### src/rtl/pll_mdrp_pkg.sv
// Shared types, MDRP opcodes and the compiled-in preset table for the PLL reconfiguration sequencer.
// The verify states exist only when PLL_MDRP_VERIFY_EN is defined.
package pll_mdrp_pkg;

    localparam logic [1:0] MD_NOP  = 2'b00;
    localparam logic [1:0] MD_ADDR = 2'b11;
    localparam logic [1:0] MD_RD   = 2'b10;
    localparam logic [1:0] MD_WR   = 2'b01;

    localparam int unsigned TBL_MODES = 4;
    localparam int unsigned TBL_REGS  = 4;
    localparam int unsigned TBL_MW    = 2;
    localparam int unsigned TBL_IW    = 2;

    typedef struct packed {
        logic [7:0] addr;
        logic [7:0] mask;
        logic [7:0] data;
    } preset_t;

    typedef enum logic [3:0] {
        ST_IDLE,
        ST_RST_ASSERT,
        ST_ADDR,
        ST_READ,
        ST_RD_WAIT,
        ST_WRITE,
`ifdef PLL_MDRP_VERIFY_EN
        ST_VADDR,
        ST_VREAD,
        ST_VWAIT,
        ST_VCHK,
`endif
        ST_NEXT,
        ST_RELEASE,
        ST_LOCK_WAIT,
        ST_ERR
    } state_t;

    // {addr, mask, data}; mode 0 mirrors the PLL power-up defparam configuration
    localparam logic [23:0] PRESET_TBL [TBL_MODES][TBL_REGS] = '{
        '{24'h12_0F_03, 24'h13_FF_2A, 24'h14_3F_11, 24'h15_C0_40},
        '{24'h12_0F_05, 24'h13_FF_1C, 24'h14_3F_21, 24'h15_C0_80},
        '{24'h12_0F_09, 24'h13_FF_14, 24'h14_3F_07, 24'h15_C0_00},
        '{24'h12_0F_03, 24'h13_FF_2A, 24'h14_3F_11, 24'h15_C0_40}
    };

    function automatic logic [7:0] md_merge(input logic [7:0] rdo, input preset_t e);
        return (rdo & ~e.mask) | (e.data & e.mask);
    endfunction

endpackage

### src/rtl/pll_mdrp_if.sv
// MDRP side-band bundle between the sequencer (master) and the PLL primitive (slave).
interface pll_mdrp_if;
    logic       pll_lock;
    logic       pll_reset;
    logic [1:0] md_opc;
    logic       md_ainc;
    logic [7:0] md_wdi;
    logic [7:0] md_rdo;

    modport master (input pll_lock, md_rdo, output pll_reset, md_opc, md_ainc, md_wdi);
    modport slave  (output pll_lock, md_rdo, input pll_reset, md_opc, md_ainc, md_wdi);
endinterface

### src/rtl/pll_mdrp_rom.sv
// Combinational preset lookup (mode, index) -> entry; boards swap presets by editing the package table.
module pll_mdrp_rom
    import pll_mdrp_pkg::*;
#(
    parameter int unsigned NUM_MODES = 2,
    parameter int unsigned NUM_REGS  = 4,
    localparam int unsigned MW = (NUM_MODES > 1) ? $clog2(NUM_MODES) : 1,
    localparam int unsigned IW = (NUM_REGS > 1) ? $clog2(NUM_REGS) : 1
) (
    input  logic [MW-1:0] mode,
    input  logic [IW-1:0] idx,
    output preset_t       entry_c
);

    always_comb begin
        entry_c = preset_t'(PRESET_TBL[TBL_MW'(mode)][TBL_IW'(idx)]);
    end

endmodule

### src/rtl/pll_mdrp_ctrl.sv
// GW5A PLLA dynamic-reconfiguration sequencer: hold PLL in reset, read-modify-write presets, wait for lock.
// Define PLL_MDRP_VERIFY_EN to read back and check every register after it is written.
module pll_mdrp_ctrl
    import pll_mdrp_pkg::*;
#(
    parameter int unsigned NUM_MODES    = 2,
    parameter int unsigned NUM_REGS     = 4,
    parameter int unsigned RD_LAT       = 2,
    parameter int unsigned RST_CYCLES   = 16,
    parameter int unsigned LOCK_TIMEOUT = 1000000,
    localparam int unsigned MW = (NUM_MODES > 1) ? $clog2(NUM_MODES) : 1
) (
    input  logic          clk,
    input  logic          reset,
    input  logic          req,
    input  logic [MW-1:0] mode_sel,
    output logic          busy,
    output logic          done,
    output logic          error,
    output logic [MW-1:0] cur_mode,
    pll_mdrp_if.master    md
);

    localparam int unsigned IW   = (NUM_REGS > 1) ? $clog2(NUM_REGS) : 1;
    localparam int unsigned WMAX = (RST_CYCLES > RD_LAT) ? RST_CYCLES : RD_LAT;
    localparam int unsigned CW   = $clog2(WMAX + 1);
    localparam int unsigned TW   = $clog2(LOCK_TIMEOUT + 1);

    state_t        state, state_d;
    logic [IW-1:0] idx, idx_d, rom_idx_c;
    logic [CW-1:0] cnt, cnt_d;
    logic [TW-1:0] tmo, tmo_d;
    logic [MW-1:0] mode_q, mode_d, cur_d;
    logic          busy_d, done_d, err_d, pll_rst_q, pll_rst_d;
    logic [1:0]    opc_q, opc_d;
    logic [7:0]    wdi_q, wdi_d;
    logic          lock_s1, lock_s2;
    preset_t       ent_c;
`ifdef PLL_MDRP_VERIFY_EN
    logic [7:0]    rdo_q, rdo_d;
`endif

    // ROM is addressed ahead of the index register so ADDR can present the next entry directly
    assign rom_idx_c = (state == ST_NEXT) ? idx + IW'(1) : idx;

    pll_mdrp_rom #(.NUM_MODES(NUM_MODES), .NUM_REGS(NUM_REGS)) u_rom (
        .mode    (mode_q),
        .idx     (rom_idx_c),
        .entry_c (ent_c)
    );

    assign md.pll_reset = pll_rst_q;
    assign md.md_opc    = opc_q;
    assign md.md_ainc   = 1'b0;
    assign md.md_wdi    = wdi_q;

    // Next-state and next-output decode
    always_comb begin
        state_d   = state;
        idx_d     = idx;
        cnt_d     = cnt;
        tmo_d     = tmo;
        mode_d    = mode_q;
        cur_d     = cur_mode;
        busy_d    = busy;
        done_d    = 1'b0;
        err_d     = error;
        pll_rst_d = pll_rst_q;
        opc_d     = MD_NOP;
        wdi_d     = wdi_q;
`ifdef PLL_MDRP_VERIFY_EN
        rdo_d     = rdo_q;
`endif
        case (state)
            ST_IDLE: begin
                if (req) begin
                    if (32'(mode_sel) >= NUM_MODES) begin
                        state_d = ST_ERR;
                        err_d   = 1'b1;
                    end else if (mode_sel == cur_mode && !error) begin
                        done_d = 1'b1;
                    end else begin
                        state_d   = ST_RST_ASSERT;
                        err_d     = 1'b0;
                        busy_d    = 1'b1;
                        mode_d    = mode_sel;
                        idx_d     = '0;
                        cnt_d     = '0;
                        pll_rst_d = 1'b1;
                    end
                end
            end
            ST_RST_ASSERT: begin
                if (cnt == CW'(RST_CYCLES - 1)) begin
                    state_d = ST_ADDR;
                    cnt_d   = '0;
                    opc_d   = MD_ADDR;
                    wdi_d   = ent_c.addr;
                end else begin
                    cnt_d = cnt + CW'(1);
                end
            end
            ST_ADDR: begin
                state_d = ST_READ;
                opc_d   = MD_RD;
            end
            ST_READ: begin
                state_d = ST_RD_WAIT;
                cnt_d   = '0;
            end
            ST_RD_WAIT: begin
                if (cnt == CW'(RD_LAT - 1)) begin
                    state_d = ST_WRITE;
                    cnt_d   = '0;
                    opc_d   = MD_WR;
                    wdi_d   = md_merge(md.md_rdo, ent_c);
                end else begin
                    cnt_d = cnt + CW'(1);
                end
            end
`ifdef PLL_MDRP_VERIFY_EN
            ST_WRITE: begin
                state_d = ST_VADDR;
                opc_d   = MD_ADDR;
                wdi_d   = ent_c.addr;
            end
            ST_VADDR: begin
                state_d = ST_VREAD;
                opc_d   = MD_RD;
            end
            ST_VREAD: begin
                state_d = ST_VWAIT;
                cnt_d   = '0;
            end
            ST_VWAIT: begin
                if (cnt == CW'(RD_LAT - 1)) begin
                    state_d = ST_VCHK;
                    cnt_d   = '0;
                    rdo_d   = md.md_rdo;
                end else begin
                    cnt_d = cnt + CW'(1);
                end
            end
            ST_VCHK: begin
                // A failed check leaves the PLL held in reset
                if ((rdo_q & ent_c.mask) != (ent_c.data & ent_c.mask)) begin
                    state_d = ST_ERR;
                    err_d   = 1'b1;
                    busy_d  = 1'b0;
                end else begin
                    state_d = ST_NEXT;
                end
            end
`else
            ST_WRITE: begin
                state_d = ST_NEXT;
            end
`endif
            ST_NEXT: begin
                if (idx == IW'(NUM_REGS - 1)) begin
                    state_d   = ST_RELEASE;
                    pll_rst_d = 1'b0;
                    tmo_d     = '0;
                end else begin
                    state_d = ST_ADDR;
                    idx_d   = idx + IW'(1);
                    opc_d   = MD_ADDR;
                    wdi_d   = ent_c.addr;
                end
            end
            ST_RELEASE: begin
                state_d = ST_LOCK_WAIT;
                tmo_d   = '0;
            end
            ST_LOCK_WAIT: begin
                if (lock_s2) begin
                    state_d = ST_IDLE;
                    cur_d   = mode_q;
                    done_d  = 1'b1;
                    busy_d  = 1'b0;
                end else if (tmo >= TW'(LOCK_TIMEOUT)) begin
                    state_d = ST_ERR;
                    err_d   = 1'b1;
                    busy_d  = 1'b0;
                end else begin
                    tmo_d = tmo + TW'(1);
                end
            end
            ST_ERR: begin
                state_d = ST_IDLE;
            end
            default: begin
                state_d = ST_IDLE;
            end
        endcase
    end

    // State, outputs and lock synchroniser
    always_ff @(posedge clk or posedge reset) begin
        if (reset) begin
            state     <= ST_IDLE;
            idx       <= '0;
            cnt       <= '0;
            tmo       <= '0;
            mode_q    <= '0;
            cur_mode  <= '0;
            busy      <= 1'b0;
            done      <= 1'b0;
            error     <= 1'b0;
            pll_rst_q <= 1'b0;
            opc_q     <= MD_NOP;
            wdi_q     <= '0;
            lock_s1   <= 1'b0;
            lock_s2   <= 1'b0;
`ifdef PLL_MDRP_VERIFY_EN
            rdo_q     <= '0;
`endif
        end else begin
            state     <= state_d;
            idx       <= idx_d;
            cnt       <= cnt_d;
            tmo       <= tmo_d;
            mode_q    <= mode_d;
            cur_mode  <= cur_d;
            busy      <= busy_d;
            done      <= done_d;
            error     <= err_d;
            pll_rst_q <= pll_rst_d;
            opc_q     <= opc_d;
            wdi_q     <= wdi_d;
            lock_s1   <= md.pll_lock;
            lock_s2   <= lock_s1;
`ifdef PLL_MDRP_VERIFY_EN
            rdo_q     <= rdo_d;
`endif
        end
    end

endmodule

### src/flat_wrapper.sv
// flat-port wrapper written by rule: the top's interface ports become plain ports
module pll_mdrp_ctrl_flat import pll_mdrp_pkg::*;
#(
    parameter int unsigned NUM_MODES    = 2,
    parameter int unsigned NUM_REGS     = 4,
    parameter int unsigned RD_LAT       = 2,
    parameter int unsigned RST_CYCLES   = 16,
    parameter int unsigned LOCK_TIMEOUT = 1000000,
    localparam int unsigned MW = (NUM_MODES > 1) ? $clog2(NUM_MODES) : 1
)
  (clk, reset, req, mode_sel, busy, done, error, cur_mode, md_pll_lock, md_md_rdo, md_pll_reset, md_md_opc, md_md_ainc, md_md_wdi);
  pll_mdrp_if md_i ();
  input  logic clk;
  input  logic reset;
  input  logic req;
  input  logic [MW-1:0] mode_sel;
  output logic busy;
  output logic done;
  output logic error;
  output logic [MW-1:0] cur_mode;
  input wire logic [$bits(md_i.pll_lock)-1:0] md_pll_lock;
  input wire logic [$bits(md_i.md_rdo)-1:0] md_md_rdo;
  output wire logic [$bits(md_i.pll_reset)-1:0] md_pll_reset;
  output wire logic [$bits(md_i.md_opc)-1:0] md_md_opc;
  output wire logic [$bits(md_i.md_ainc)-1:0] md_md_ainc;
  output wire logic [$bits(md_i.md_wdi)-1:0] md_md_wdi;
  assign md_i.pll_lock = md_pll_lock;
  assign md_i.md_rdo = md_md_rdo;
  assign md_pll_reset = md_i.pll_reset;
  assign md_md_opc = md_i.md_opc;
  assign md_md_ainc = md_i.md_ainc;
  assign md_md_wdi = md_i.md_wdi;
  pll_mdrp_ctrl #(.NUM_MODES(NUM_MODES), .NUM_REGS(NUM_REGS), .RD_LAT(RD_LAT), .RST_CYCLES(RST_CYCLES), .LOCK_TIMEOUT(LOCK_TIMEOUT)) u_core (.clk(clk), .reset(reset), .req(req), .mode_sel(mode_sel), .busy(busy), .done(done), .error(error), .cur_mode(cur_mode), .md(md_i));
endmodule
### config.mk
export PLATFORM = sky130hd
export DESIGN_NAME = pll_mdrp_ctrl_flat
export DESIGN_NICKNAME = d
export VERILOG_FILES = /design/src/rtl/pll_mdrp_pkg.sv /design/src/rtl/pll_mdrp_if.sv /design/src/rtl/pll_mdrp_rom.sv /design/src/rtl/pll_mdrp_ctrl.sv /design/src/flat_wrapper.sv
export SDC_FILE = /design/constraint.sdc
export NUM_CORES = 1
export LEC_CHECK = 0
export CAP_MARGIN = 20
export CORE_MARGIN = 2
export CORE_UTILIZATION = 31
export DETAILED_ROUTE_END_ITERATION = 8
export HOLD_SLACK_MARGIN = 0.12
export MAX_ROUTING_LAYER = met4
export PLACE_DENSITY = 0.58
export SLEW_MARGIN = 20
export SYNTH_ARGS = -nofsm -noshare
export SYNTH_HDL_FRONTEND = slang
export SYNTH_HIERARCHICAL = 1
export SYNTH_SLANG_ARGS = --single-unit
### constraint.sdc
create_clock -name clk -period 5.8 [get_ports clk]
set_input_delay 1.16 -clock clk [delete_from_list [all_inputs] [get_ports clk]]
set_output_delay 1.16 -clock clk [all_outputs]
set_load 0.05 [all_outputs]
==> reports/results.txt, run 1 <==
The flow ran to the end, and the final reports show no timing, DRC or antenna violations. The die covers 10470 um^2. The most critical setup path has its startpoint at u_core/state[2].

From synthesis to final layout, the design area changed by 11.73%. The first detailed-routing pass ran for 6 iterations. For this run, the number of Yosys warnings is 6.

For this configuration, the core starts out at a cell density of 32.14%. Summed over all failing endpoints, the final setup total negative slack is 0 ps. In the layout the commonest cells are 49 x dfrtp_1, 31 x nand2_1, 27 x clkdlybuf4s50_1.

The final routed wire length divided by cell count came out at 13.22 um. Dividing the synthesized area by the synthesized cell count gives 9.398 um^2. The tools report the sequential cell area as 1226 um^2.

Traced cell by cell, the critical path runs through nand3b_1, nor2_1, ha_1, inv_1, inv_1, ha_1, mux2i_1, o21ai_0, mux2_1. The run gives 40.90% as the sequential element share of the synthesized area. The initial DRC count was 80.

Counting the fill cells in the layout gives 943. The library cell used most frequently in the layout, excluding fill and tap cells, is dfrtp_1. The clock-pin slew on the worst setup and hold paths is 90 ps, and the number of diodes is 0. The tools report the highest ir drop seen on vdd as 0.0001851 V.

The run gives 0 as the number of antenna violations at the first check in global routing. The number of gates resized after CTS was 0. The cell at the root of the clock tree was clkbuf_8. The synthesized netlist occupies a cell area of 2998 um^2.

The tools report the sort of element at the end of the critical path as a flip-flop. Dividing the detail-routed via count by the number of cells gives 4.928. In the routed design, unresolved DRC markers number 0.

The die is 102.3 um tall. The run gives 2125 as the via count of the first global-routing pass. Broken down by cell family, the worst path's largest delay share belongs to adder cells. In this run the worst path has a maximum fanout of 16. Of the cells placed in the final design, the portion with a size suffix greater than 1 is 5.438%. The run gives 0 as the count of pins over their slew limit.

Largest family of logic cells by synthesized area: simple AND/OR/NAND/NOR gates. The post-synthesis cell type count is 57. The worst path in the final design needs a cycle of 2964 ps, including I/O delays and setup. Measured against the total synthesized area, the mux share comes to 7.471%.

The run gives 1.434 nW as the standby leakage power. Counting flops and latches in the post-synthesis netlist gives 49. The number of setup buffers added after CTS is 0. The number of buffers added by the clock tree synthesis step was 5. In this run the critical register-to-register path is launched from u_core/state[2]. Global-route congestion overflow total: 0. For this design the top-level I/O count stands at 29. The min-delay analysis places its worst path in the category flip-flop to flip-flop.

For this design, the CTS-stage hold fixing added 0 buffers. The logs give 10440 um for the wire length of the first global-routing pass and 5980 ps for the required arrival time at the worst endpoint. Synthesized-area fraction occupied by ao, oa, aoi and oai cells: 18.24%. The maximum level of the CTS H-tree is 2, and the number of buffers added on ports is 27.

Of the total synthesized cell area, the portion taken by AND, OR, NAND and NOR gates is 18.70%. Across the run, the number of max-cap violations was 0. Summing over every cut layer, the via total after detailed routing is 2267. The adder-cell share of the synthesized area was 5.008%. In the final layout, the multi-input gates occupy 1539 um^2. At the later pin of the worst-skew pair, clock insertion delay measures 290 ps. The origin of the worst min-delay path is u_core/lock_s1. TritonCTS built the clock tree. Entering global routing, the biggest net connects 50 pins. In this run the standard cell core region covers 9328 um^2. The number of enable flip-flop cells after synthesis works out to 0.

The tools report the startpoint type of the worst setup path as a flip-flop. The number of sinks handled by clock tree synthesis is 49. The number of buffer and inverter stages on the critical path is 2, and the detailed placer's ending HPWL is 4287 um. The hold violation total from the final report came out at 0. Counting along the longest clock path gives a buffer depth of 2.

Setup violations remaining at the end of the flow were counted as 0. The tools report the final estimated routing congestion in global placement as 0.8548. Setup repair after global routing left no endpoint under its margin. STA puts the critical path data arrival time at 3150 ps. The worst clock skew is 6.062 ps, and the detailed-route wire length is 6080 um. Across every metal layer, demand over resource in global routing totals 12.91%. Once detail routing completed, the nets flagged for antenna violations numbered 0. The slowest stage of the critical path is the dfrtp_1 cell. The actual slew at the worst max-slew pin is 868.7 ps, and the horizontal die dimension is 102.3 um. The instance count of the mapped netlist came out at 319. The fraction of synthesized cell area in xor and xnor cells works out to 1.169%. The tools report the highest attainable clock frequency as 337.4 MHz.

For this run, the share of the core covered by cells in the final layout is 35.91%. The final critical path takes up 51.11% of the cycle. For this run, the leading register cell type out of synthesis is dfrtp_1.

The type of the worst setup path was flip-flop to flip-flop. The run gives 35 as the site row count. For this run, the slowest stage of the critical path takes 620 ps. The logs give 355 for the final net count and 42.08% for the worst relative slew slack.

The cell area power density is 405.0 nW/um^2. After synthesis, the share of flip-flops with an asynchronous set or reset is 100.0%.
where the power goes:
part	switching, mW	leakage (nW)	internal (mW)	total, mW
Combinational	0.396	0.754	0.257	0.653
Sequential	0.0892	0.641	0.420	0.509
Clock	0.108	0.0395	0.0860	0.195
Total	0.594	1.43	0.763	1.36
worst register-to-register path: stages, from the launching register on:
cell and delay (ps):
dfrtp_1 620, nand3b_1 330, nor2_1 300, ha_1 280
inv_1 260, inv_1 140, ha_1 340, mux2i_1 180
o21ai_0 100, mux2_1 310
flip-flops by register name, indices dropped and copies added, names as in the netlist:
signal / flops
u_core/busy: 1
u_core/cnt: 5
u_core/cur_mode: 1
u_core/done: 1
u_core/error: 1
u_core/idx: 2
u_core/lock_s1: 1
u_core/lock_s2: 1
u_core/md.md_opc: 2
u_core/md.md_wdi: 8
u_core/md.pll_reset: 1
u_core/mode_q: 1
u_core/state: 4
u_core/tmo: 20
final timing paths:
| check | to | slack (ps) | cells past startpoint |
|---|---|---|---|
| min | u_core/lock_s2 | 370 | 0 |
| min reg2reg | u_core/lock_s2 | 370 | 0 |
| min in group asynchronous | u_core/done | 1320 | 2 |
| max reg2reg | u_core/md.md_wdi[4] | 2840 | 9 |
| max in group asynchronous | u_core/tmo[8] | 3940 | 2 |
| max | u_core/md.md_wdi[4] | 2840 | 9 |
metrics by stage:
stage / setup WS [ps] / instance area [um^2] / instances / total power, mW / hold WS [ps]
finish: 2836 / 3349 / 460 / 1.357 / 369.5
detailed placement: 2648 / 3268 / 452 / 1.176 / 347.1
floorplan: 3102 / 3009 / 322 / 1.036 / 331.2
global route: 2561 / 3349 / 460 / 1.473 / 374.7
CTS: 2855 / 3348 / 460 / 1.374 / 371.5
global placement: 2782 / 3268 / 452 / 1.167 / 335.5
synth_stat cells, drive strengths merged (2+ instances only):
library cell | count | area (um^2)
clkbuf | 6 | 22.52
nor2b | 2 | 15.02
a22o | 2 | 17.52
nand3 | 10 | 50.05
ha | 12 | 150.1
or2 | 2 | 12.52
buf | 21 | 157.6
mux2i | 10 | 100.1
nor4 | 3 | 33.78
nand4 | 4 | 25.02
o41ai | 2 | 32.53
o31ai | 11 | 82.58
o22ai | 4 | 25.02
xor2 | 2 | 17.52
xnor2 | 2 | 17.52
conb | 3 | 11.26
nor4b | 2 | 23.77
o211ai | 3 | 22.52
o21a | 5 | 37.54
nand2 | 31 | 116.4
or4b | 2 | 23.77
mux2 | 11 | 123.9
nor2 | 13 | 48.80
nor3b | 3 | 22.52
o21ai | 29 | 145.1
a31oi | 5 | 31.28
and4 | 3 | 26.28
or4 | 3 | 22.52
a21o | 2 | 15.01
nand2b | 4 | 25.02
dfrtp | 49 | 1226
and3 | 3 | 18.77
nor3 | 5 | 25.02
a21oi | 16 | 80.08
or3 | 7 | 43.79
inv | 17 | 63.81
routing by layer:
layer	track usage (%)	routed length [um]
met5	-	0
met4	3.179	57
met3	2.462	212
met2	19.99	2815
met1	17.49	2993
cell families after synthesis:
family / after synthesis
AOI/OAI and AO/OA: 86
muxes: 21
and+or+nand+nor: 100
adders and majority gates: 12
xor gates and xnor gates: 4
other: 3
DFF: 49
buffers and inverters: 44
cell type report:
type | count | area share (%)
clock buffers | 8 | 2.391
inverters | 17 | 1.942
multi-input cells | 229 | 45.95
flip-flops and latches | 49 | 36.61
well taps | 129 | 4.819
repair buffers | 28 | 8.293
Note: power is estimated with default switching activity, not from simulation.
==> inputs of run 2 (changes only) <==
==> constraint.sdc (replaced) <==
create_clock -name clk -period 3.05 [get_ports clk]
set_input_delay 0.61 -clock clk [delete_from_list [all_inputs] [get_ports clk]]
set_output_delay 0.61 -clock clk [all_outputs]
set_load 0.05 [all_outputs]
==> run 2 against run 1 <==
Net effect:
- die area unchanged
- clock power increased by 150%
- final cell count increased by 2.2%
- hold slack got worse by 16 ps
- global-route usage increased by 0.53 points
- combinational power increased by 100%
- via count increased by 1.9%
- clock-buffer cell count decreased by 1
- total power increased by 100%
- critical path type unchanged
- critical endpoint unchanged
- largest cell class unchanged
- largest power group unchanged
==> reports/results.txt, run 2 (synthesis results as in run 1) <==
Counting the fill cells in the layout gives 967. The root buffer cell chosen for the clock tree is clkbuf_8. For the placeable core region, the log shows 9328 um^2. Across the routed clock network, the largest skew measured is 8.794 ps. The flow ran to the end, and the final reports show no timing, DRC or antenna violations.

The sort of element at the end of the critical path is a flip-flop. The post-route clock period utilization was 84.78%. Based on the critical path, the design can be clocked at up to 386.8 MHz. The logs give 3343 um^2 for the area after detailed placement and 100 for the initial DRC count. The fraction of the core area covered by cells at the end of the flow was 37.09%; the detailed placer's ending HPWL was 4568 um. The H-tree generated during clock tree synthesis spans 2 levels.

Prior to clock tree synthesis, the placed netlist has a worst setup slack of 373.8 ps. The run gives 0 as the number of diodes. TritonCTS built the clock tree. Routability-driven placement finished with a final weighted congestion of 0.8142. The final routed wire length divided by cell count was 13.21 um; the maximum buffer depth of the clock tree was 2. The tools report the maximum number of pins on one net before global-route repair as 31. Flip-flop count of the largest register, all copies and words added: 20. The path class of the tightest hold or removal check is flip-flop to flip-flop.

Post-CTS repair changed the size of 0 cells. The worst relative slew slack was 49.68%. For this run the aggregate overflow at the end of global routing stands at 0. The worst path setup slack after routing was 464.3 ps. Counting the buffers created by CTS gives 5. Setup violations remaining at the end of the flow were counted as 0.

With fillers left out, the area of the finished cells amounts to 3460 um^2. The first-pass iteration count of the detailed router is 4. In this run the power density over the cells is 790.1 nW/um^2. For the total power draw, the log shows 2.733 mW.

The first global-routing pass estimated 10920 um of wire. The tools report the via total after detailed routing as 2309. Pin placement for this block handled 29 I/O pins. For this run, design rule violations remaining after detail routing come to 0.

The count of pins over their slew limit was 0; the number of antenna violations at the first check in global routing was 0. Worst-path maximum fanout: 12. The startpoint type of the worst setup path is a flip-flop.

The worst setup path is of the flip-flop to flip-flop kind. The via count of the first global-routing pass was 2293; the max capacitance violation total was 0. From bottom edge to top edge, the die measures 102.3 um. The horizontal die dimension was 102.3 um; the detailed-route wire length was 6210 um. The share of layout cells above drive strength 1 is 8.798%. For this design, the CTS-stage hold fixing added 0 buffers. The register with the most flip-flops in the final layout is u_core/tmo. STA puts the critical path data required time at 3240 ps.

Compared with the post-synthesis result, the final layout area differs by 15.40%. For the pin with the worst max-slew slack, the measured transition is 754.8 ps. The clock latency reported for the late side of the worst-skew pair was 300 ps. The launching instance or port of the critical path was u_core/state[1]. The initial utilization of the core area, before any placement, comes to 32.14%. The library cells used most frequently in the layout, excluding fill and tap cells, are 49 x dfrtp_1, 31 x nand2_1, 27 x clkdlybuf4s50_1. The hold violation total from the final report is 0, and the final antenna-violating net count is 0. The total routing usage reported by global routing came out at 13.44%. For the standby leakage power, the log shows 1.503 nW.

At the end of the flow, the number of nets in the layout was 365. The worst hold path begins at u_core/lock_s1. Setup repair after global routing left no endpoint under its margin.

The final setup TNS was 0 ps. In this run the critical register-to-register path is launched from u_core/state[1]. Input and output buffers added on the ports amount to 27. The site row count was 35; the clock-pin slew on the worst setup and hold paths was 90 ps. Data on the critical path arrives at its endpoint at 2770 ps. The post-detailed-route via-to-cell ratio is 4.913, and the time the final worst path needs with I/O delays and setup is 2586 ps. The logs give 0 for the number of buffers inserted by post-CTS setup repair and 49 for the number of sinks handled by clock tree synthesis. The tools report the area enclosed by the die boundary as 10470 um^2. VDD sags by at most 0.0003208 V. The leading cell type in the layout, fill and taps excluded was dfrtp_1.
==> run 2: cell types whose count changed in the layout (fill, tap and decap cells not counted) <==
cell       before  now
bufinv_16       0    1
clkbuf_8        5    6
buf_4           1   11
inv_2           1    2
clkbuf_1        3    1
clkinv_2        1    0
==> run 2: layout make-up <==
type,count,area [um^2],area share (%)
multi-input combinational,229,1539,44.48
timing repair buffer,38,352.8,10.20
sequential,49,1226,35.44
clock inverter,1,30.03,0.8680
clock buffer,7,86.33,2.495
inverter,17,63.81,1.844
tap,129,161.4,4.665
==> run 2: per-layer routing <==
metal,up-vias,global-route usage (%),wire length [um]
li1,1171,-,-
met1,1099,17.61,3052
met2,35,22.01,2951
met3,4,2.462,165
met4,0,2.462,40
met5,-,-,0
==> run 2: path summary, 6_finish.rpt <==
kind                            cells after the start  slack, ps             endpoint
worst max-delay path                                9        460  u_core/md.md_wdi[4]
worst min-delay path                                0        350       u_core/lock_s2
worst max register to register                      9        460  u_core/md.md_wdi[4]
worst min register to register                      0        350       u_core/lock_s2
max in group asynchronous                           3       1710        u_core/tmo[7]
min in group asynchronous                           2        720      u_core/state[3]
==> run 2: through the flow <==
step,hold WS [ps],std cells
floorplan,331.2,322
global placement,333.5,462
detailed placement,335.8,462
CTS,358.7,470
global route,375.0,470
finish,353.2,470
==> run 2: where the power goes <==
group	internal, mW	switching (mW)	leakage, nW	total [mW]
clock network	0.268	0.215	0.0585	0.483
registers	0.799	0.133	0.641	0.932
logic	0.523	0.796	0.804	1.32
total	1.59	1.14	1.50	2.73
==> run 2: worst max-delay path: stages (launching register included) <==
cell and delay (ps):
dfrtp_1 550, nand3b_1 280, nor2_1 280, nand2_1 110, nand2_1 250, inv_2 100
ha_1 330, mux2i_1 180, o21ai_0 90, mux2_1 300
